==> config.mk <==
export PLATFORM = sky130hd
export DESIGN_NAME = carfield_l2_port_arb
export DESIGN_NICKNAME = d
export VERILOG_FILES = /design/src/rtl/carfield_pkg.sv /design/src/rtl/carfield_l2_port_sched.sv /design/src/rtl/carfield_l2_port_arb.sv
export SDC_FILE = /design/constraint.sdc
export NUM_CORES = 1
export LEC_CHECK = 0
export BUFFER_PORTS_ARGS = -buffer_cell sky130_fd_sc_hd__buf_2
export CAP_MARGIN = 20
export CORE_AREA = 2 2 266 268
export CTS_BUF_LIST = sky130_fd_sc_hd__clkbuf_4 sky130_fd_sc_hd__clkbuf_8 sky130_fd_sc_hd__clkbuf_16
export DETAILED_ROUTE_END_ITERATION = 12
export DIE_AREA = 0 0 268 270
export GPL_ROUTABILITY_DRIVEN = 0
export PLACE_DENSITY = 0.35
export SYNTH_ARGS = -nofsm -noshare
export SYNTH_HDL_FRONTEND = slang
export SYNTH_HIERARCHICAL = 1
export SYNTH_SLANG_ARGS = --single-unit
==> constraint.sdc <==
create_clock -name clk_i -period 10.6 [get_ports clk_i]
set_input_delay 0.53 -clock clk_i [delete_from_list [all_inputs] [get_ports clk_i]]
set_output_delay 0.53 -clock clk_i [all_outputs]
set_load 0.01 [all_outputs]
==> src/rtl/carfield_pkg.sv <==
// Shared types and constants for the Carfield L2 port arbiter.
package carfield_pkg;

    // Target selected by an incoming request address.
    typedef enum logic [1:0] {
        PORT0  = 2'd0,
        PORT1  = 2'd1,
        DECERR = 2'd2
    } port_sel_e;

    localparam logic [63:0] L2_BASE_DEFAULT = 64'h0000_0000_7800_0000;
    localparam logic [63:0] L2_SIZE_DEFAULT = 64'h0000_0000_0020_0000;

    // Map an address onto one of the two back-to-back L2 windows.
    function automatic port_sel_e decode_port(
        input logic [63:0] addr,
        input logic [63:0] base,
        input logic [63:0] size
    );
        logic [63:0] end0_s;
        logic [63:0] end1_s;
        port_sel_e   sel_s;
        end0_s = base + size;
        end1_s = end0_s + size;
        if ((addr >= base) && (addr < end0_s)) begin
            sel_s = PORT0;
        end else if ((addr >= end0_s) && (addr < end1_s)) begin
            sel_s = PORT1;
        end else begin
            sel_s = DECERR;
        end
        return sel_s;
    endfunction

endpackage

==> src/rtl/carfield_l2_port_sched.sv <==
// Per-port scheduler: round-robin pick among eligible requesters plus an
// in-order FIFO of granted requester IDs used to route responses back.
module carfield_l2_port_sched #(
    parameter int unsigned NumReq   = 2,
    parameter int unsigned IdW      = 1,
    parameter int unsigned MaxOutst = 4
) (
    input  logic              clk_i,
    input  logic              rst_i,
    input  logic [NumReq-1:0] elig_i,
    input  logic              gnt_i,
    input  logic              rvalid_i,
    output logic              req_o,
    output logic [IdW-1:0]    win_idx_o,
    output logic [NumReq-1:0] win_onehot_o,
    output logic              full_o,
    output logic              pop_valid_o,
    output logic [IdW-1:0]    pop_id_o
);

    localparam int unsigned PtrW  = $clog2(MaxOutst);
    localparam int unsigned CntW  = PtrW + 1;
    localparam int unsigned CandW = IdW + 1;

    logic [IdW-1:0]                rr_ptr_r;
    logic [MaxOutst-1:0][IdW-1:0]  fifo_r;
    logic [PtrW-1:0]               wr_ptr_r;
    logic [PtrW-1:0]               rd_ptr_r;
    logic [CntW-1:0]               count_r;

    logic                          win_found_s;
    logic [IdW-1:0]                win_idx_s;
    logic [CandW-1:0]              cand_s;
    logic [CandW-1:0]              rr_nxt_s;
    logic                          push_s;
    logic                          pop_s;

    // Round-robin search starting at the pointer, wrapping at NumReq.
    always_comb begin
        win_found_s = 1'b0;
        win_idx_s   = {IdW{1'b0}};
        cand_s      = {CandW{1'b0}};
        for (int k = 0; k < int'(NumReq); k++) begin
            cand_s = {1'b0, rr_ptr_r} + CandW'(k);
            if (cand_s >= CandW'(NumReq)) begin
                cand_s = cand_s - CandW'(NumReq);
            end else begin
                cand_s = cand_s;
            end
            if (!win_found_s && elig_i[cand_s[IdW-1:0]]) begin
                win_found_s = 1'b1;
                win_idx_s   = cand_s[IdW-1:0];
            end else begin
                win_found_s = win_found_s;
            end
        end
    end

    // Next pointer is one past the winner, wrapping to zero.
    always_comb begin
        rr_nxt_s = {1'b0, win_idx_s} + {{(CandW-1){1'b0}}, 1'b1};
        if (rr_nxt_s >= CandW'(NumReq)) begin
            rr_nxt_s = {CandW{1'b0}};
        end else begin
            rr_nxt_s = rr_nxt_s;
        end
    end

    // Grant/response handshakes; a response with nothing queued is ignored.
    always_comb begin
        push_s       = win_found_s & gnt_i;
        pop_s        = rvalid_i & (count_r != {CntW{1'b0}});
        req_o        = win_found_s;
        win_idx_o    = win_idx_s;
        full_o       = (count_r == CntW'(MaxOutst));
        pop_valid_o  = pop_s;
        pop_id_o     = fifo_r[rd_ptr_r];
        if (win_found_s) begin
            win_onehot_o = {{(NumReq-1){1'b0}}, 1'b1} << win_idx_s;
        end else begin
            win_onehot_o = {NumReq{1'b0}};
        end
    end

    // Pointer advances only when the L2 port accepts the winner.
    always_ff @(posedge clk_i or posedge rst_i) begin
        if (rst_i) begin
            rr_ptr_r <= {IdW{1'b0}};
        end else if (push_s) begin
            rr_ptr_r <= rr_nxt_s[IdW-1:0];
        end
    end

    // ID FIFO storage and occupancy tracking.
    always_ff @(posedge clk_i or posedge rst_i) begin
        if (rst_i) begin
            fifo_r   <= {(MaxOutst*IdW){1'b0}};
            wr_ptr_r <= {PtrW{1'b0}};
            rd_ptr_r <= {PtrW{1'b0}};
            count_r  <= {CntW{1'b0}};
        end else begin
            if (push_s) begin
                fifo_r[wr_ptr_r] <= win_idx_s;
                wr_ptr_r         <= wr_ptr_r + {{(PtrW-1){1'b0}}, 1'b1};
            end
            if (pop_s) begin
                rd_ptr_r <= rd_ptr_r + {{(PtrW-1){1'b0}}, 1'b1};
            end
            case ({push_s, pop_s})
                2'b10:   count_r <= count_r + {{(CntW-1){1'b0}}, 1'b1};
                2'b01:   count_r <= count_r - {{(CntW-1){1'b0}}, 1'b1};
                default: count_r <= count_r;
            endcase
        end
    end

endmodule

==> src/rtl/carfield_l2_port_arb.sv <==
// Arbitrates NumReq requesters onto two L2 ports selected by address window,
// routing in-order responses back and answering unmapped addresses locally.
module carfield_l2_port_arb
    import carfield_pkg::*;
#(
    parameter int unsigned NumReq    = 2,
    parameter int unsigned AddrWidth = 32,
    parameter int unsigned DataWidth = 64,
    parameter int unsigned MaxOutst  = 4,
    parameter logic [63:0] L2Base    = L2_BASE_DEFAULT,
    parameter logic [63:0] L2Size    = L2_SIZE_DEFAULT
) (
    input  logic                                   clk_i,
    input  logic                                   rst_i,
    input  logic [NumReq-1:0]                      req_i,
    input  logic [NumReq-1:0][AddrWidth-1:0]       addr_i,
    input  logic [NumReq-1:0]                      we_i,
    input  logic [NumReq-1:0][DataWidth-1:0]       wdata_i,
    input  logic [NumReq-1:0][DataWidth/8-1:0]     be_i,
    output logic [NumReq-1:0]                      gnt_o,
    output logic [NumReq-1:0]                      rvalid_o,
    output logic [NumReq-1:0][DataWidth-1:0]       rdata_o,
    output logic [NumReq-1:0]                      err_o,
    output logic [1:0]                             l2_req_o,
    output logic [1:0][AddrWidth-1:0]              l2_addr_o,
    output logic [1:0]                             l2_we_o,
    output logic [1:0][DataWidth-1:0]              l2_wdata_o,
    output logic [1:0][DataWidth/8-1:0]            l2_be_o,
    input  logic [1:0]                             l2_gnt_i,
    input  logic [1:0]                             l2_rvalid_i,
    input  logic [1:0][DataWidth-1:0]              l2_rdata_i
);

    localparam int unsigned BeWidth   = DataWidth / 8;
    localparam int unsigned IdW       = $clog2(NumReq);
    localparam int unsigned CntW      = $clog2(MaxOutst) + 1;
    localparam logic [63:0] Port1Base = L2Base + L2Size;

    port_sel_e                      sel_s [NumReq];
    logic [NumReq-1:0][AddrWidth-1:0] off_s;
    logic [1:0][NumReq-1:0]         elig_s;
    logic [NumReq-1:0]              dec_gnt_s;
    logic [1:0]                     port_req_s;
    logic [1:0][IdW-1:0]            win_idx_s;
    logic [1:0][NumReq-1:0]         win_oh_s;
    logic [1:0]                     full_s;
    logic [1:0]                     pop_valid_s;
    logic [1:0][IdW-1:0]            pop_id_s;
    logic [1:0][NumReq-1:0]         port_gnt_s;
    logic [1:0][NumReq-1:0]         resp_hit_s;
    logic [NumReq-1:0]              out_inc_s;
    logic [NumReq-1:0]              out_dec_s;

    logic [NumReq-1:0][CntW-1:0]    outst_r;
    logic [NumReq-1:0]              last_port_r;
    logic [NumReq-1:0]              err_pend_r;

    // Address decode and window-relative offset per requester.
    always_comb begin
        off_s = {(NumReq*AddrWidth){1'b0}};
        for (int i = 0; i < int'(NumReq); i++) begin
            sel_s[i] = decode_port(64'(addr_i[i]), L2Base, L2Size);
            case (sel_s[i])
                PORT0:   off_s[i] = AddrWidth'(64'(addr_i[i]) - L2Base);
                PORT1:   off_s[i] = AddrWidth'(64'(addr_i[i]) - Port1Base);
                default: off_s[i] = {AddrWidth{1'b0}};
            endcase
        end
    end

    // Eligibility: a requester may only talk to one port at a time, and
    // unmapped requests are answered locally once nothing is in flight.
    always_comb begin
        elig_s    = {(2*NumReq){1'b0}};
        dec_gnt_s = {NumReq{1'b0}};
        for (int i = 0; i < int'(NumReq); i++) begin
            elig_s[0][i] = !rst_i && req_i[i] && (sel_s[i] == PORT0) && !full_s[0] &&
                           ((outst_r[i] == {CntW{1'b0}}) || !last_port_r[i]);
            elig_s[1][i] = !rst_i && req_i[i] && (sel_s[i] == PORT1) && !full_s[1] &&
                           ((outst_r[i] == {CntW{1'b0}}) || last_port_r[i]);
            dec_gnt_s[i] = !rst_i && req_i[i] && (sel_s[i] == DECERR) &&
                           (outst_r[i] == {CntW{1'b0}});
        end
    end

    for (genvar p = 0; p < 2; p++) begin : g_port
        carfield_l2_port_sched #(
            .NumReq   (NumReq),
            .IdW      (IdW),
            .MaxOutst (MaxOutst)
        ) u_sched (
            .clk_i        (clk_i),
            .rst_i        (rst_i),
            .elig_i       (elig_s[p]),
            .gnt_i        (l2_gnt_i[p]),
            .rvalid_i     (l2_rvalid_i[p]),
            .req_o        (port_req_s[p]),
            .win_idx_o    (win_idx_s[p]),
            .win_onehot_o (win_oh_s[p]),
            .full_o       (full_s[p]),
            .pop_valid_o  (pop_valid_s[p]),
            .pop_id_o     (pop_id_s[p])
        );
    end

    // Drive each L2 port from its winner; idle ports present all zeros.
    always_comb begin
        for (int p = 0; p < 2; p++) begin
            l2_req_o[p] = port_req_s[p];
            if (port_req_s[p]) begin
                l2_addr_o[p]  = off_s[win_idx_s[p]];
                l2_we_o[p]    = we_i[win_idx_s[p]];
                l2_wdata_o[p] = wdata_i[win_idx_s[p]];
                l2_be_o[p]    = be_i[win_idx_s[p]];
            end else begin
                l2_addr_o[p]  = {AddrWidth{1'b0}};
                l2_we_o[p]    = 1'b0;
                l2_wdata_o[p] = {DataWidth{1'b0}};
                l2_be_o[p]    = {BeWidth{1'b0}};
            end
            port_gnt_s[p] = win_oh_s[p] & {NumReq{port_req_s[p] & l2_gnt_i[p]}};
        end
        gnt_o = port_gnt_s[0] | port_gnt_s[1] | dec_gnt_s;
    end

    // Route popped responses and pending decode errors back to requesters.
    always_comb begin
        resp_hit_s = {(2*NumReq){1'b0}};
        for (int i = 0; i < int'(NumReq); i++) begin
            resp_hit_s[0][i] = pop_valid_s[0] && (pop_id_s[0] == IdW'(i));
            resp_hit_s[1][i] = pop_valid_s[1] && (pop_id_s[1] == IdW'(i));
            out_inc_s[i]     = port_gnt_s[0][i] | port_gnt_s[1][i];
            out_dec_s[i]     = resp_hit_s[0][i] | resp_hit_s[1][i];
            rvalid_o[i]      = out_dec_s[i] | err_pend_r[i];
            err_o[i]         = err_pend_r[i] & ~out_dec_s[i];
            if (resp_hit_s[0][i]) begin
                rdata_o[i] = l2_rdata_i[0];
            end else if (resp_hit_s[1][i]) begin
                rdata_o[i] = l2_rdata_i[1];
            end else begin
                rdata_o[i] = {DataWidth{1'b0}};
            end
        end
    end

    // Per-requester outstanding count, last targeted port and error replies.
    always_ff @(posedge clk_i or posedge rst_i) begin
        if (rst_i) begin
            outst_r     <= {(NumReq*CntW){1'b0}};
            last_port_r <= {NumReq{1'b0}};
            err_pend_r  <= {NumReq{1'b0}};
        end else begin
            err_pend_r <= dec_gnt_s;
            for (int i = 0; i < int'(NumReq); i++) begin
                case ({out_inc_s[i], out_dec_s[i]})
                    2'b10:   outst_r[i] <= outst_r[i] + {{(CntW-1){1'b0}}, 1'b1};
                    2'b01:   outst_r[i] <= outst_r[i] - {{(CntW-1){1'b0}}, 1'b1};
                    default: outst_r[i] <= outst_r[i];
                endcase
                if (port_gnt_s[1][i]) begin
                    last_port_r[i] <= 1'b1;
                end else if (port_gnt_s[0][i]) begin
                    last_port_r[i] <= 1'b0;
                end
            end
        end
    end

endmodule

==> flow_summary.html <==
<table>
<tr><th>Metric</th><th>Value</th></tr>
<tr><th colspan="2">Run status</th></tr>
<tr><td>Status</td><td>finished clean</td></tr>
<tr><th colspan="2">Clocking</th></tr>
<tr><td>Clock Tree Buf Depth</td><td>2</td></tr>
<tr><td>Clk Latency, worst-skew pair</td><td>0.28 ns</td></tr>
<tr><td>Hold-fix buffers, CTS</td><td>0</td></tr>
<tr><td>Root buf cell</td><td>sky130_fd_sc_hd__clkbuf_16</td></tr>
<tr><td>Setup bufs post-CTS</td><td>0</td></tr>
<tr><td>Clock transition at the registers of the reported paths</td><td>0.06 ns</td></tr>
<tr><td>Number of clock buffers inserted by TritonCTS</td><td>5</td></tr>
<tr><td>CTS tree</td><td>built</td></tr>
<tr><td>Number of H-tree branching levels</td><td>2</td></tr>
<tr><td>Number of clock sinks</td><td>34</td></tr>
<tr><td>PostCTS Resize Cnt</td><td>0</td></tr>
<tr><th colspan="2">Layout</th></tr>
<tr><td>Number of filler instances in the final layout</td><td>8209</td></tr>
<tr><td>Synthesis-to-finish area growth</td><td>63.5%</td></tr>
<tr><td>Final layout net count</td><td>2129</td></tr>
<tr><td>Register area</td><td>851 um2</td></tr>
<tr><td>Layout cell share with drive strength beyond 1</td><td>42.1%</td></tr>
<tr><td>Multi-input logic area</td><td>5930 um2</td></tr>
<tr><td>Non-filler cells, final</td><td>2716</td></tr>
<tr><th colspan="2">Timing</th></tr>
<tr><td>Time the final worst path needs with I/O delays and setup</td><td>5.14 ns</td></tr>
<tr><td>Relative slew margins</td><td>26.7%</td></tr>
<tr><td>Final Max Tran Viols</td><td>0</td></tr>
<tr><td>RSZ-0062 raised after global routing</td><td>false</td></tr>
<tr><td>Share of the cycle needed by the critical path after routing</td><td>48.5%</td></tr>
<tr><td>Clk_skew</td><td>0.00976 ns</td></tr>
<tr><td>Achievable clock frequency</td><td>195 MHz</td></tr>
<tr><td>Final setup violating endpoints</td><td>0</td></tr>
<tr><td>Worst hold slack</td><td>0.310 ns</td></tr>
<tr><td>Sum of negative setup slack</td><td>0 ns</td></tr>
<tr><td>PnR worst setup slack</td><td>5.46 ns</td></tr>
<tr><td>Slew at the pin closest to its max-slew limit</td><td>1.10 ns</td></tr>
<tr><td>Count of endpoints failing hold in the final timing report</td><td>0</td></tr>
<tr><th colspan="2">Die</th></tr>
<tr><td>Number of standard-cell rows in the floorplan</td><td>97</td></tr>
<tr><td>IO Count</td><td>692</td></tr>
<tr><td>Core Footprint</td><td>69500 um2</td></tr>
<tr><td>Starting Density</td><td>10.4%</td></tr>
<tr><td>Die Outline Area</td><td>72400 um2</td></tr>
<tr><td>Die width</td><td>268 um</td></tr>
<tr><td>Die boundary height</td><td>270 um</td></tr>
<tr><th colspan="2">Setup path</th></tr>
<tr><td>Slowest stage cell on the critical path</td><td>sky130_fd_sc_hd__buf_4</td></tr>
<tr><td>Reg-to-reg endpoint</td><td>outst_r[5]</td></tr>
<tr><td>Endpoint required time on the critical path</td><td>10.07 ns</td></tr>
<tr><td>Arrival time of the worst setup path</td><td>4.61 ns</td></tr>
<tr><td>Critical Path, Cell by Cell</td><td>buf_2 &gt; nor4_1 &gt; nand4_1 &gt; o22ai_1 &gt; nand2_1 &gt; a2111oi_1 &gt; buf_4 &gt; a21boi_4 &gt; buf_4 &gt; buf_4 &gt; mux2i_1 &gt; nor2_1 &gt; buf_2</td></tr>
<tr><td>Startpoint of the lowest-slack register-to-register path</td><td>g_port[0].u_sched/rd_ptr_r[0]</td></tr>
<tr><td>Type of the setup path with the least slack</td><td>in2out</td></tr>
<tr><td>Critical Path Sink Type</td><td>output port</td></tr>
<tr><td>Crit path capture</td><td>l2_wdata_o[114]</td></tr>
<tr><td>CP Launch Point</td><td>addr_i[33]</td></tr>
<tr><td>Count of cells along the worst register-to-register path</td><td>12</td></tr>
<tr><td>Max FO, Critical Path</td><td>57</td></tr>
<tr><td>Startpoint kind of the worst setup timing path</td><td>input pin</td></tr>
<tr><td>Slack of the worst reg-to-reg path</td><td>7.14 ns</td></tr>
<tr><td>Most prevalent standard cell on the critical path</td><td>sky130_fd_sc_hd__buf_4</td></tr>
<tr><td>Slowest cell delay on critical path</td><td>0.83 ns</td></tr>
<tr><th colspan="2">Synthesis</th></tr>
<tr><td>Post-Synthesis Net Count</td><td>1507</td></tr>
<tr><td>Commonest register cell after synthesis</td><td>sky130_fd_sc_hd__dfrtp_1</td></tr>
<tr><td>Fraction of synthesized area in multiplexers</td><td>21.9%</td></tr>
<tr><td>Flops &amp; latches, synth</td><td>34</td></tr>
<tr><td>Basic-gate share of the synthesized area counting and, or, nand and nor cells</td><td>31.1%</td></tr>
<tr><td>Adder-cell area share of the yosys netlist</td><td>4.22%</td></tr>
<tr><td>Compound-cell area share of the yosys netlist</td><td>20.7%</td></tr>
<tr><td>Library cell with the largest summed area after synthesis</td><td>sky130_fd_sc_hd__mux2i_1</td></tr>
<tr><td>Netlist cell types</td><td>56</td></tr>
<tr><td>Main area contributors after synthesis</td><td>sky130_fd_sc_hd__mux2i_1, sky130_fd_sc_hd__nand2_1, sky130_fd_sc_hd__dfrtp_1</td></tr>
<tr><td>Synthesized cell area</td><td>7240 um2</td></tr>
<tr><td>Register area share after synthesis</td><td>11.8%</td></tr>
<tr><td>Cell count after synthesis</td><td>1139</td></tr>
<tr><td>Avg Inst Size Synth</td><td>6.35 um2</td></tr>
<tr><td>Synth warn</td><td>6</td></tr>
<tr><td>Area fraction of the dominant cell type after synthesis</td><td>20.9%</td></tr>
<tr><td>Post-Synth XOR/XNOR Area</td><td>3.27%</td></tr>
<tr><td>Share of async-settable or async-resettable flops after synthesis</td><td>100%</td></tr>
<tr><td>EDFF count, synth</td><td>0</td></tr>
<tr><td>Main combinational cell family by area after synthesis</td><td>simple AND/OR/NAND/NOR gates</td></tr>
<tr><th colspan="2">Detailed routing</th></tr>
<tr><td>Wire length reported by the detailed router</td><td>58300 um</td></tr>
<tr><td>Via/cell ratio</td><td>4.17</td></tr>
<tr><td>Routed length per instance</td><td>21.5 um</td></tr>
<tr><td>Initial detailed-routing violation count</td><td>630</td></tr>
<tr><td>Final antenna-violating net count</td><td>0</td></tr>
<tr><td>Number of iterations in the first detailed-routing pass</td><td>5</td></tr>
<tr><td>DRC violations left</td><td>0</td></tr>
<tr><td>Via count</td><td>11333</td></tr>
<tr><th colspan="2">GRT</th></tr>
<tr><td>Gr usage total</td><td>14.9%</td></tr>
<tr><td>Total global routing overflow</td><td>0</td></tr>
<tr><td>Vias in the first global route</td><td>11064</td></tr>
<tr><td>Wire length of the first global-routing pass</td><td>79200 um</td></tr>
<tr><td>Antenna violations before repair</td><td>41</td></tr>
<tr><td>Pin count of the biggest net entering global routing</td><td>79</td></tr>
<tr><th colspan="2">Pwr</th></tr>
<tr><td>Worst VDD drop</td><td>0.0000554 V</td></tr>
<tr><td>Leakage power figure</td><td>6.01 nW</td></tr>
<tr><td>Areal power density over the cells</td><td>69.3 nW/um2</td></tr>
<tr><th colspan="2">Placed design</th></tr>
<tr><td>Placed cells</td><td>2694</td></tr>
<tr><td>HPWL Detailed</td><td>49700 um</td></tr>
<tr><td>Setup WS pre-CTS</td><td>5.54 ns</td></tr>
<tr><td>Count of input and output buffers</td><td>691</td></tr>
<tr><th colspan="2">Hold path</th></tr>
<tr><td>Path type of the worst min-delay path</td><td>in2async</td></tr>
<tr><th colspan="2">Run</th></tr>
<tr><td>MaxCap Viol Count</td><td>0</td></tr>
</table>
==> kinds of logic (layout without fill, tap and decap cells) <==
kind of cell	Yosys count	count (layout)
flip-flops	34	34
other	0	15
AO/OA/AOI/OAI	238	238
multiplexers	155	155
XOR/XNOR	27	27
buffers and inverters	125	747
adder cells (fa/ha/maj)	22	22
AND/OR/NAND/NOR	538	538
==> per-stage QoR <==
stage	power, mW	utilization, %	cell area, um2
3_3_place_gp	0.677	16.8	11700
3_5_place_dp	0.687	16.8	11700
6_report	0.820	17.0	11800
5_1_grt	0.890	17.0	11800
4_1_cts	0.833	17.0	11800
2_1_floorplan	0.442	-	7240
==> layout by cell type, fill, tap and decap left out, drive strengths merged, types with 16 or more instances in the layout <==
| master | netlist | final |
|---|---|---|
| inv | 33 | 32 |
| a21oi | 141 | 141 |
| nand3 | 16 | 16 |
| dfrtp | 34 | 34 |
| nand2 | 283 | 283 |
| nor2 | 166 | 166 |
| a22o | 42 | 42 |
| buf | 30 | 706 |
| mux2i | 151 | 151 |
| ha | 18 | 18 |
==> power by group <==
group / internal (mW) / switching [mW] / total (mW)
Clock: 0.0848 / 0.0537 / 0.138
Combinational: 0.197 / 0.304 / 0.501
Sequential: 0.158 / 0.0223 / 0.181
Total: 0.440 / 0.380 / 0.820
==> synthesized netlist by cell type (all sizes together), types with 2 or more instances <==
library cell	count
inv	33
o211a	2
or3	9
nor3	11
nor2	166
o22ai	11
a31oi	10
a2111oi	4
nand4	12
xnor2	13
or2	5
a221oi	4
and3	6
nand2b	7
o21a	5
buf	30
o211ai	3
o21ai	3
xor2	14
a22o	42
mux2i	151
mux2	2
or4	2
and2	7
fa	4
nand3	16
dfrtp	34
a21oi	141
mux4	2
a21boi	4
nor4	9
nor4bb	2
o31a	2
nand2	283
ha	18
clkbuf	61
==> layer usage <==
| layer | vias to the layer above | GRT usage (%) | part of all wire (%) |
|---|---|---|---|
| li1 | 5177 | - | - |
| met1 | 5377 | 15.8 | 37 |
| met5 | - | 0 | 0.11 |
| met2 | 659 | 27.5 | 50 |
| met3 | 110 | 3.86 | 8.5 |
| met4 | 10 | 6.42 | 4.4 |
==> cell type report <==
cell class	instances	area share (%)
Inverter	34	1.10
Tap cell	940	9.94
Clock buffer	5	1.06
Antenna cell	15	0.317
Sequential cell	34	7.19
Clock inverter	2	0.0846
Multi-Input combinational cell	980	50.1
Timing Repair Buffer	706	30.2
==> sequential cells by signal, indices dropped and copies added (netlist names) <==
signal,count
g_port.u_sched/fifo_r,8
err_pend_r,2
g_port.u_sched/rd_ptr_r,4
g_port.u_sched/wr_ptr_r,4
g_port.u_sched/count_r,6
outst_r,6
last_port_r,2
g_port.u_sched/rr_ptr_r,2
==> worst max-delay path, delay by kind of cell <==
kind / cells / cell delay, ns
buffers and inverters: 5 / 1.78
AND/OR/NAND/NOR: 4 / 1.10
AO/OA/AOI/OAI: 3 / 0.87
multiplexers: 1 / 0.19
==> how the worst min path moves through the flow <==
stage | end | slack [ns] | cells after the start
final | g_port[0].u_sched/count_r[2] | 0.31 | 2
after global routing | err_pend_r[1] | 0.35 | 2
after CTS | err_pend_r[1] | 0.33 | 2
after detailed placement | outst_r[5] | 0.45 | 1
after global placement | outst_r[5] | 0.46 | 1
after floorplan | err_pend_r[0] | 0.39 | 1
(Power assumes the default switching activity.)
